--- config.mk ---
export PLATFORM = sky130hd
export DESIGN_NAME = fifo_rd_arbiter
export DESIGN_NICKNAME = d
export VERILOG_FILES = /design/src/rtl/fifo_rd_arbiter.sv
export SDC_FILE = /design/constraint.sdc
export NUM_CORES = 1
export LEC_CHECK = 0
export BUFFER_PORTS_ARGS = -buffer_cell sky130_fd_sc_hd__buf_2
export CAP_MARGIN = 20
export CELL_PAD_IN_SITES_DETAIL_PLACEMENT = 0
export CELL_PAD_IN_SITES_GLOBAL_PLACEMENT = 2
export CORE_AREA = 2 2 70 72
export DETAILED_ROUTE_END_ITERATION = 8
export DIE_AREA = 0 0 72 74
export GPL_TIMING_DRIVEN = 1
export PLACE_DENSITY = 0.85
export SLEW_MARGIN = 10
export SYNTH_ARGS = -nofsm -noshare
export SYNTH_HDL_FRONTEND = slang
export SYNTH_SLANG_ARGS = --single-unit
--- constraint.sdc ---
create_clock -name r_clk -period 2.6 [get_ports r_clk]
set_input_delay 0 -clock r_clk [delete_from_list [all_inputs] [get_ports r_clk]]
set_output_delay 0 -clock r_clk [all_outputs]
set_load 0.02 [all_outputs]
--- src/rtl/fifo_rd_arbiter.sv ---
// ---------------------------------------------------------------------------
// fifo_rd_arbiter
//   Round-robin read scheduler that shares one consumer among NUM_CH
//   async-FIFO read ports, in the read clock domain. Each cycle it pops at
//   most one FIFO that is both non-empty and enabled. The popped word and
//   its channel ID are registered into a single valid/ready output stage.
//
// Ports
//   r_clk      read-domain clock, rising edge
//   r_rst_n    asynchronous active-low reset
//   r_empty    per-FIFO empty flag, bit k = FIFO k
//   r_data     per-FIFO read data, word k at [k*DATA_WIDTH +: DATA_WIDTH]
//   ch_en      per-channel enable, 0 = channel never granted
//   r_inc      one-hot pop strobe to each FIFO's read pointer
//   out_data   registered popped word
//   out_ch     channel ID of out_data
//   out_valid  out_data/out_ch hold a word
//   out_ready  consumer accepts when out_valid & out_ready
// ---------------------------------------------------------------------------
module fifo_rd_arbiter #(
  parameter int NUM_CH     = 4,
  parameter int CH_W       = 2,
  parameter int DATA_WIDTH = 8
) (
  input  logic                         r_clk,
  input  logic                         r_rst_n,
  input  logic [NUM_CH-1:0]            r_empty,
  input  logic [NUM_CH*DATA_WIDTH-1:0] r_data,
  input  logic [NUM_CH-1:0]            ch_en,
  output logic [NUM_CH-1:0]            r_inc,
  output logic [DATA_WIDTH-1:0]        out_data,
  output logic [CH_W-1:0]              out_ch,
  output logic                         out_valid,
  input  logic                         out_ready
);

  logic [NUM_CH-1:0]     eligible;
  logic                  slotFree;
  logic                  grantValid;
  logic [CH_W-1:0]       grantIdx;
  logic [CH_W:0]         cand;
  logic [DATA_WIDTH-1:0] grantData;

  logic [CH_W-1:0]       rrPtr_q, rrPtr_d;
  logic [DATA_WIDTH-1:0] outData_q, outData_d;
  logic [CH_W-1:0]       outCh_q, outCh_d;
  logic                  outValid_q, outValid_d;

  // A channel may be popped only if its FIFO reports data and it is enabled.
  // The empty flag is trusted as-is, even when it lags the write side, so a
  // just-popped FIFO waits for its own flag to re-evaluate before it can win
  // again. The output slot is free when empty or being drained this cycle,
  // which is what lets a new word load on the same edge as an accept.
  always_comb begin
    eligible = ~r_empty & ch_en;
    slotFree = ~outValid_q | out_ready;
  end

  // Round-robin search starting at rrPtr_q and wrapping modulo NUM_CH; the
  // first eligible channel found wins. The candidate index is kept one bit
  // wider so the wrap works for channel counts that are not a power of two.
  always_comb begin
    grantValid = 1'b0;
    grantIdx   = '0;
    cand       = '0;
    for (int i = 0; i < NUM_CH; i++) begin
      cand = {1'b0, rrPtr_q} + (CH_W+1)'(i);
      if (cand >= (CH_W+1)'(NUM_CH)) begin
        cand = cand - (CH_W+1)'(NUM_CH);
      end
      if (!grantValid && eligible[cand[CH_W-1:0]]) begin
        grantValid = 1'b1;
        grantIdx   = cand[CH_W-1:0];
      end
    end
    if (!slotFree) begin
      grantValid = 1'b0;
    end
  end

  // The pop strobe is gated by reset directly so that no FIFO is ever
  // popped while the arbiter is held in reset, whatever the inputs do.
  always_comb begin
    r_inc = '0;
    if (grantValid && r_rst_n) begin
      r_inc[grantIdx] = 1'b1;
    end
  end

  // Steer the granted FIFO's read word toward the output register.
  always_comb begin
    grantData = '0;
    for (int k = 0; k < NUM_CH; k++) begin
      if (grantIdx == CH_W'(k)) begin
        grantData = r_data[k*DATA_WIDTH +: DATA_WIDTH];
      end
    end
  end

  // Next-state for the output stage and the round-robin pointer. A grant
  // loads a fresh word and moves the pointer just past the winner. Without a
  // grant the word drains on acceptance or holds stable under backpressure,
  // and the pointer holds.
  always_comb begin
    rrPtr_d    = rrPtr_q;
    outData_d  = outData_q;
    outCh_d    = outCh_q;
    outValid_d = outValid_q & ~out_ready;
    if (grantValid) begin
      outData_d  = grantData;
      outCh_d    = grantIdx;
      outValid_d = 1'b1;
      rrPtr_d    = (grantIdx == CH_W'(NUM_CH-1)) ? '0 : grantIdx + CH_W'(1);
    end
  end

  // State registers. Reset discards any word still held in the output,
  // since it has already been popped from its FIFO.
  always_ff @(posedge r_clk or negedge r_rst_n) begin
    if (!r_rst_n) begin
      rrPtr_q    <= '0;
      outData_q  <= '0;
      outCh_q    <= '0;
      outValid_q <= 1'b0;
    end else begin
      rrPtr_q    <= rrPtr_d;
      outData_q  <= outData_d;
      outCh_q    <= outCh_d;
      outValid_q <= outValid_d;
    end
  end

  always_comb begin
    out_data  = outData_q;
    out_ch    = outCh_q;
    out_valid = outValid_q;
  end

endmodule

# --- After elaboration in Yosys (flattened, before gate mapping) ---
# Cells that the tools add are included.
word_totals:
  ff_bits: 13
  latchBits: 0
  mem_bits_rw: 0
  mem_bits_ro: 0
  out_inout_bits: 15
  word_cells: 70
  mem_count: 0
op_classes:
  addsub: 8
  n_mul: 0
  n_div: 0
  n_lt_le_gt_ge: 10
  eq_ne: 3
  shifts: 0
  n_mux: 30
  n_bitwise: 6
  reduce_logical: 9
ops:
  columns: ["cell", "count"]
  rows:
  - ["two-way mux 8 bit", 4]
  - ["two-way mux 2 bit", 9]
  - ["< comparator 2 x 3 -> 1 bit (second input constant)", 5]
  - ["two-way mux 1 bit", 11]
  - ["greater-or-equal comparator 3 bit (second input constant)", 3]
  - ["binary-select mux 1 bit (select 2 bit)", 4]
  - ["subtractor 2 x 1 -> 2 bit (second input constant)", 4]
  - ["adder 2 x 2 -> 3 bit (second input constant)", 2]
  - ["logical AND 1 bit", 5]
  - ["bitwise AND 4 bit", 1]
  - ["== test 2 bit (second input constant)", 2]
  - ["two-way mux 4 bit", 1]
  - ["NOT 4 bit", 1]
  - ["adder 2 x 1 -> 3 bit (second input constant)", 1]
  - ["greater-or-equal comparator 2 x 3 -> 1 bit (second input constant)", 1]
  - ["zero test 1 bit", 3]
  - ["adder 2 x 1 -> 2 bit (second input constant)", 1]
  - ["demux 1 bit (select 2 bit)", 1]
  - ["== test 2 x 1 -> 1 bit (second input constant)", 1]
  - ["greater-or-equal comparator 2 x 1 -> 1 bit (second input constant)", 1]
  - ["zero test 2 bit", 1]
  - ["NOT 1 bit", 2]
  - ["bitwise AND 1 bit", 1]
  - ["bitwise OR 1 bit", 1]

# --- Logic depth before layout (Yosys ltp) ---
logic_depth:
  word_depth: 19
  ltp_mapped: 11
  depth_no_buf: 9

# --- Least setup slack after synthesis ---
# No wires, ideal clock.
synth_path:
  path_kind: "register -> register"
  startpoint: "register rrPtr_q[0]"
  endpoint: "register outData_q[1] (netlist: out_data[1])"
  setup_time_ns: 0.126
  t_arrival_ns: 1.971
  required_ns: 2.474
  path_slack_ns: 0.503
  path_stages_with_launch: 12
  path_buffers: 2
  period_less_slack_ns: 2.097
  path_cell_list: "dfrtp_1 nor3b_1 a211oi_1 o22ai_1 inv_1 ha_1 buf_2 clkbuf_1 a21oi_1 o21ai_0 a22oi_1 a21oi_1"
synth_between:
  elab_chain_len: 19
  word_cells_on_any_way: 46
synth_lines:
  columns: ["item", "line_no", "rtl"]
  rows:
  - ["start, declared", "44", "logic [CH_W-1:0] rrPtr_q, rrPtr_d;"]
  - ["start signal, assigned", "126", "rrPtr_q <= rrPtr_d;"]
  - ["branches (longest 13 deep; another with adder 2 x 1 -> 3 bit)", null, null]
  - ["two-way mux 2 bit (*)", "71", "if (!grantValid && eligible[cand[CH_W-1:0]]) begin"]
  - ["via grantIdx[0]", "40", "logic [CH_W-1:0] grantIdx;"]
  - ["zero test 2 bit", "94", "if (grantIdx == CH_W'(k)) begin"]
  - ["two-way mux 8 bit (3 in a row)", "94", null]
  - ["two-way mux 8 bit (*)", "94", null]
  - ["end signal, assigned", "127", "outData_q <= outData_d;"]
  - ["end, declared", "45", "logic [DATA_WIDTH-1:0] outData_q, outData_d;"]
# Mark *: on every way through the listed nets, which the timed path passes. The select of a mux whose other input is x is not followed.
# A chain may end at the register's enable or synchronous reset.

# --- Final worst setup path ---
layout_path:
  startpoint: "register rrPtr_q[1]"
  endpoint: "output r_inc[3]"
layout_between:
  elab_chain_len: 19
  word_cells_on_any_way: 45
layout_lines:
  columns: ["item", "line_no", "rtl"]
  rows:
  - ["branches (longest 13 deep; another with adder 2 x 1 -> 3 bit)", null, null]
  - ["two-way mux 2 bit (*)", "71", null]
  - ["via grantIdx[1]", "40", null]
  - ["< comparator 2 x 3 -> 1 bit (not written as such) / greater-or-equal comparator 2 x 1 -> 1 bit (equally long branches)", "86", "r_inc[grantIdx] = 1'b1;"]
  - ["logical AND 1 bit (not written as such)", "86", null]
  - ["two-way mux 1 bit (not written as such)", "86", null]
  - ["demux 1 bit (select 2 bit) (*)", "86", null]
  - ["two-way mux 4 bit (*)", "85", "if (grantValid && r_rst_n) begin"]
  - ["end, declared", "30", "output logic [NUM_CH-1:0] r_inc,"]
# Marks and branches as above.

==> flow_summary.json <==
{
  "ctsHtreeMaxLevel": 1,
  "synthesis.area_um2": 967,
  "drv_slew": 0,
  "end_kind": "primary output",
  "netlist_instances": 125,
  "dpl-instance-area_mm2": 0.00130,
  "instances_no_fill": 236,
  "die_area_mm2": 0.00533,
  "postCtsSetupRepairBufs": 0,
  "dr.pass1.iters": 4,
  "dpl.cell_count": 231,
  "die_y_um": 74,
  "clkLatencyLatePin_ns": 0.24,
  "crit_type": "reg2out",
  "fin_tns_setup_ns": 0,
  "dr_total_vias": 1078,
  "synthDistinctLibCells": 28,
  "num_rows": 25,
  "nNetsFinal": 230,
  "cts-buffers-inserted": 3,
  "root_buffer": "clkbuf_8",
  "crit_path_max_incr_delay_ns": 0.40,
  "crit_fanout": 10,
  "yosysWarnings": 0,
  "ys_seq_elements": 13,
  "grt_use_total_pct": 11.7,
  "worstSetupStartpointType": "flop",
  "grt_max_degree": 18,
  "drtAntennaViolNets": 0,
  "outcome": "complete, no violations",
  "seq_area_frac_synth_pct": 33.6,
  "worst_ir_drop_vdd_mv": 0.161,
  "grt_pass1_wl_um": 4800,
  "wire_per_inst_um": 13.0,
  "clkSlewWorstSetupHoldPaths_ns": 0.06,
  "path_buf_inv": 3,
  "fin_crit_ns": 2.31,
  "ioPinCount": 58,
  "rrSetupSlack_ns": 0.39,
  "remaining_drc_errors": 0,
  "tightest_slew_ns": 0.571,
  "fin_skew_ns": 0.00245,
  "hold_violations": 0,
  "insertedDiodeCount": 0,
  "initial_core_util_pct": 21.0,
  "cts_tree": "built",
  "grt_pass1_vias": 1004,
  "max_freq_mhz": 433,
  "syn_nets": 172,
  "placement.io_buffers": 57,
  "critPathRequiredTime_ns": 2.60,
  "fin_crit_sh_pct": 88.8,
  "path_delay_family": "compound AO/OA/AOI/OAI gates",
  "antenna_found_initial": 0,
  "cts.sinks": 13,
  "power_leakage_uw": 0.000708,
  "fp.dieW_um": 72,
  "syn_to_final_growth_pct": 40.5,
  "fin_hold_ws_ns": 0.0879,
  "synthTopCellsByArea": "dfrtp_1 34%, a21oi_1 12%, a22oi_1 6.2%",
  "final-setup-viol-count": 0,
  "fillerInstances": 524,
  "vias_per_cell": 4.57,
  "cts_buffer_depth": 2,
  "crit_arrival_ns": 2.31,
  "p_per_area_mw_per_mm2": 741,
  "maxCapViolations": 0,
  "synth.largest_area_cell": "dfrtp_1",
  "wl_um": 3080,
  "critical_path.cell_chain": "a2111oi_0 -> o31ai_1 -> inv_1 -> ha_1 -> buf_4 -> and3_1 -> buf_2",
  "drive_gt1_share_pct": 37.4,
  "hpwlAfterDp_um": 2420,
  "rsz0062_at_grt": "false",
  "gr-total-overflow": 0,
  "synth.avg_cell_area_um2": 7.74,
  "drtIter0Drc": 52,
  "fin_area_mm2": 0.00136,
  "cpMaxStageDelayCell": "dfrtp_1",
  "core_mm2": 0.00460,
  "netlist.area_leader.share_pct": 33.6,
  "hp-class": "in2reg",
  "max_slew_margin_pct": 61.6,
  "gp_routability_congestion": 0.925
}
[through the flow]
step	util, %	total power (µW)	setup WS (ns)
2_1_floorplan	-	650	0.503
3_3_place_gp	28.4	823	0.432
3_5_place_dp	28.4	824	0.403
4_1_cts	29.6	1020	0.284
5_1_grt	29.6	1100	0.0539
6_report	29.6	1010	0.292
[worst min-delay path: cells and delay by family]
kind                   cells  cell delay, ns
AO/OA/AOI/OAI              2            0.20
buffers and inverters      1            0.08
[flip-flops by register name, summed over array words and instances (netlist names)]
signal	flops
rrPtr_q	2
out_data	8
out_ch	2
out_valid	1
[path summary, 6_finish.rpt]
kind                                         from                      end  depth (start not counted)
min in group asynchronous                 r_rst_n  out_data[4]$_DFFE_PN0P_                          2
max                        rrPtr_q[1]$_DFFE_PN0P_                 r_inc[3]                          7
max in group asynchronous                 r_rst_n      out_valid$_DFF_PN0_                          2
min                                    r_data[28]  out_data[4]$_DFFE_PN0P_                          3
min reg2reg                 out_ch[0]$_DFFE_PN0P_    out_ch[0]$_DFFE_PN0P_                          2
max reg2reg                rrPtr_q[1]$_DFFE_PN0P_  out_data[7]$_DFFE_PN0P_                          6
[power breakdown]
part | internal (µW) | switching [µW]
clock | 108 | 77.0
sequential | 272 | 38.5
combinational | 199 | 312
[final cells by class]
class                   count  area (µm²)  share of cell area [%]
inverters                  12        45.0                    3.31
repair buffers             62         325                    23.9
clock buffers               4        45.0                    3.31
well taps                  54        67.6                    4.97
multi-input cells          91         551                    40.5
flip-flops and latches     13         325                    23.9
[cells by family (layout without fill, tap and decap cells)]
family | after synthesis | count (layout) | synth area share, %
DFF | 13 | 13 | 33.6
and+or+nand+nor | 35 | 35 | 19.3
buffers and inverters | 21 | 78 | 9.44
adders and majority gates | 4 | 4 | 5.17
AOI/OAI and AO/OA | 52 | 52 | 32.5
[cells in the final DEF, fill, tap and decap left out, types with 3 or more instances in the layout]
cell / instances
ha_1: 4
o21ai_0: 10
a21oi_1: 24
clkbuf_8: 3
inv_1: 12
nand2_1: 12
and3_1: 4
buf_4: 4
dfrtp_1: 13
a22oi_1: 8
nand2b_1: 3
buf_2: 57
nor2_1: 9
[what timing repair did]
action                                 in CTS  in global routing
resized for setup                           0                  0
endpoints found under the hold margin      13                  0
hold buffers                                1                  0
[synth_stat cells, drive strengths merged]
cell type and count:
ha 4, a21oi 24, a2111oi 1, buf 5, nand2b 3, o41ai 1, inv 12, a22oi 8
and3 4, dfrtp 13, o31ai 1, nor3b 2, o41a 1, clkbuf 4, nor2 9, a211oi 2
nor2b 4, o21ai 12, nand2 12, a22o 1, o22ai 1, nor4 1
[per-layer routing]
layer	up-vias	track usage, %	wire (µm)
met5	-	0	0
met4	0	5.03	27
met3	2	2.03	190
met2	40	19.2	1500
met1	485	15.1	1360
li1	551	-	-
(Power assumes the default switching activity.)
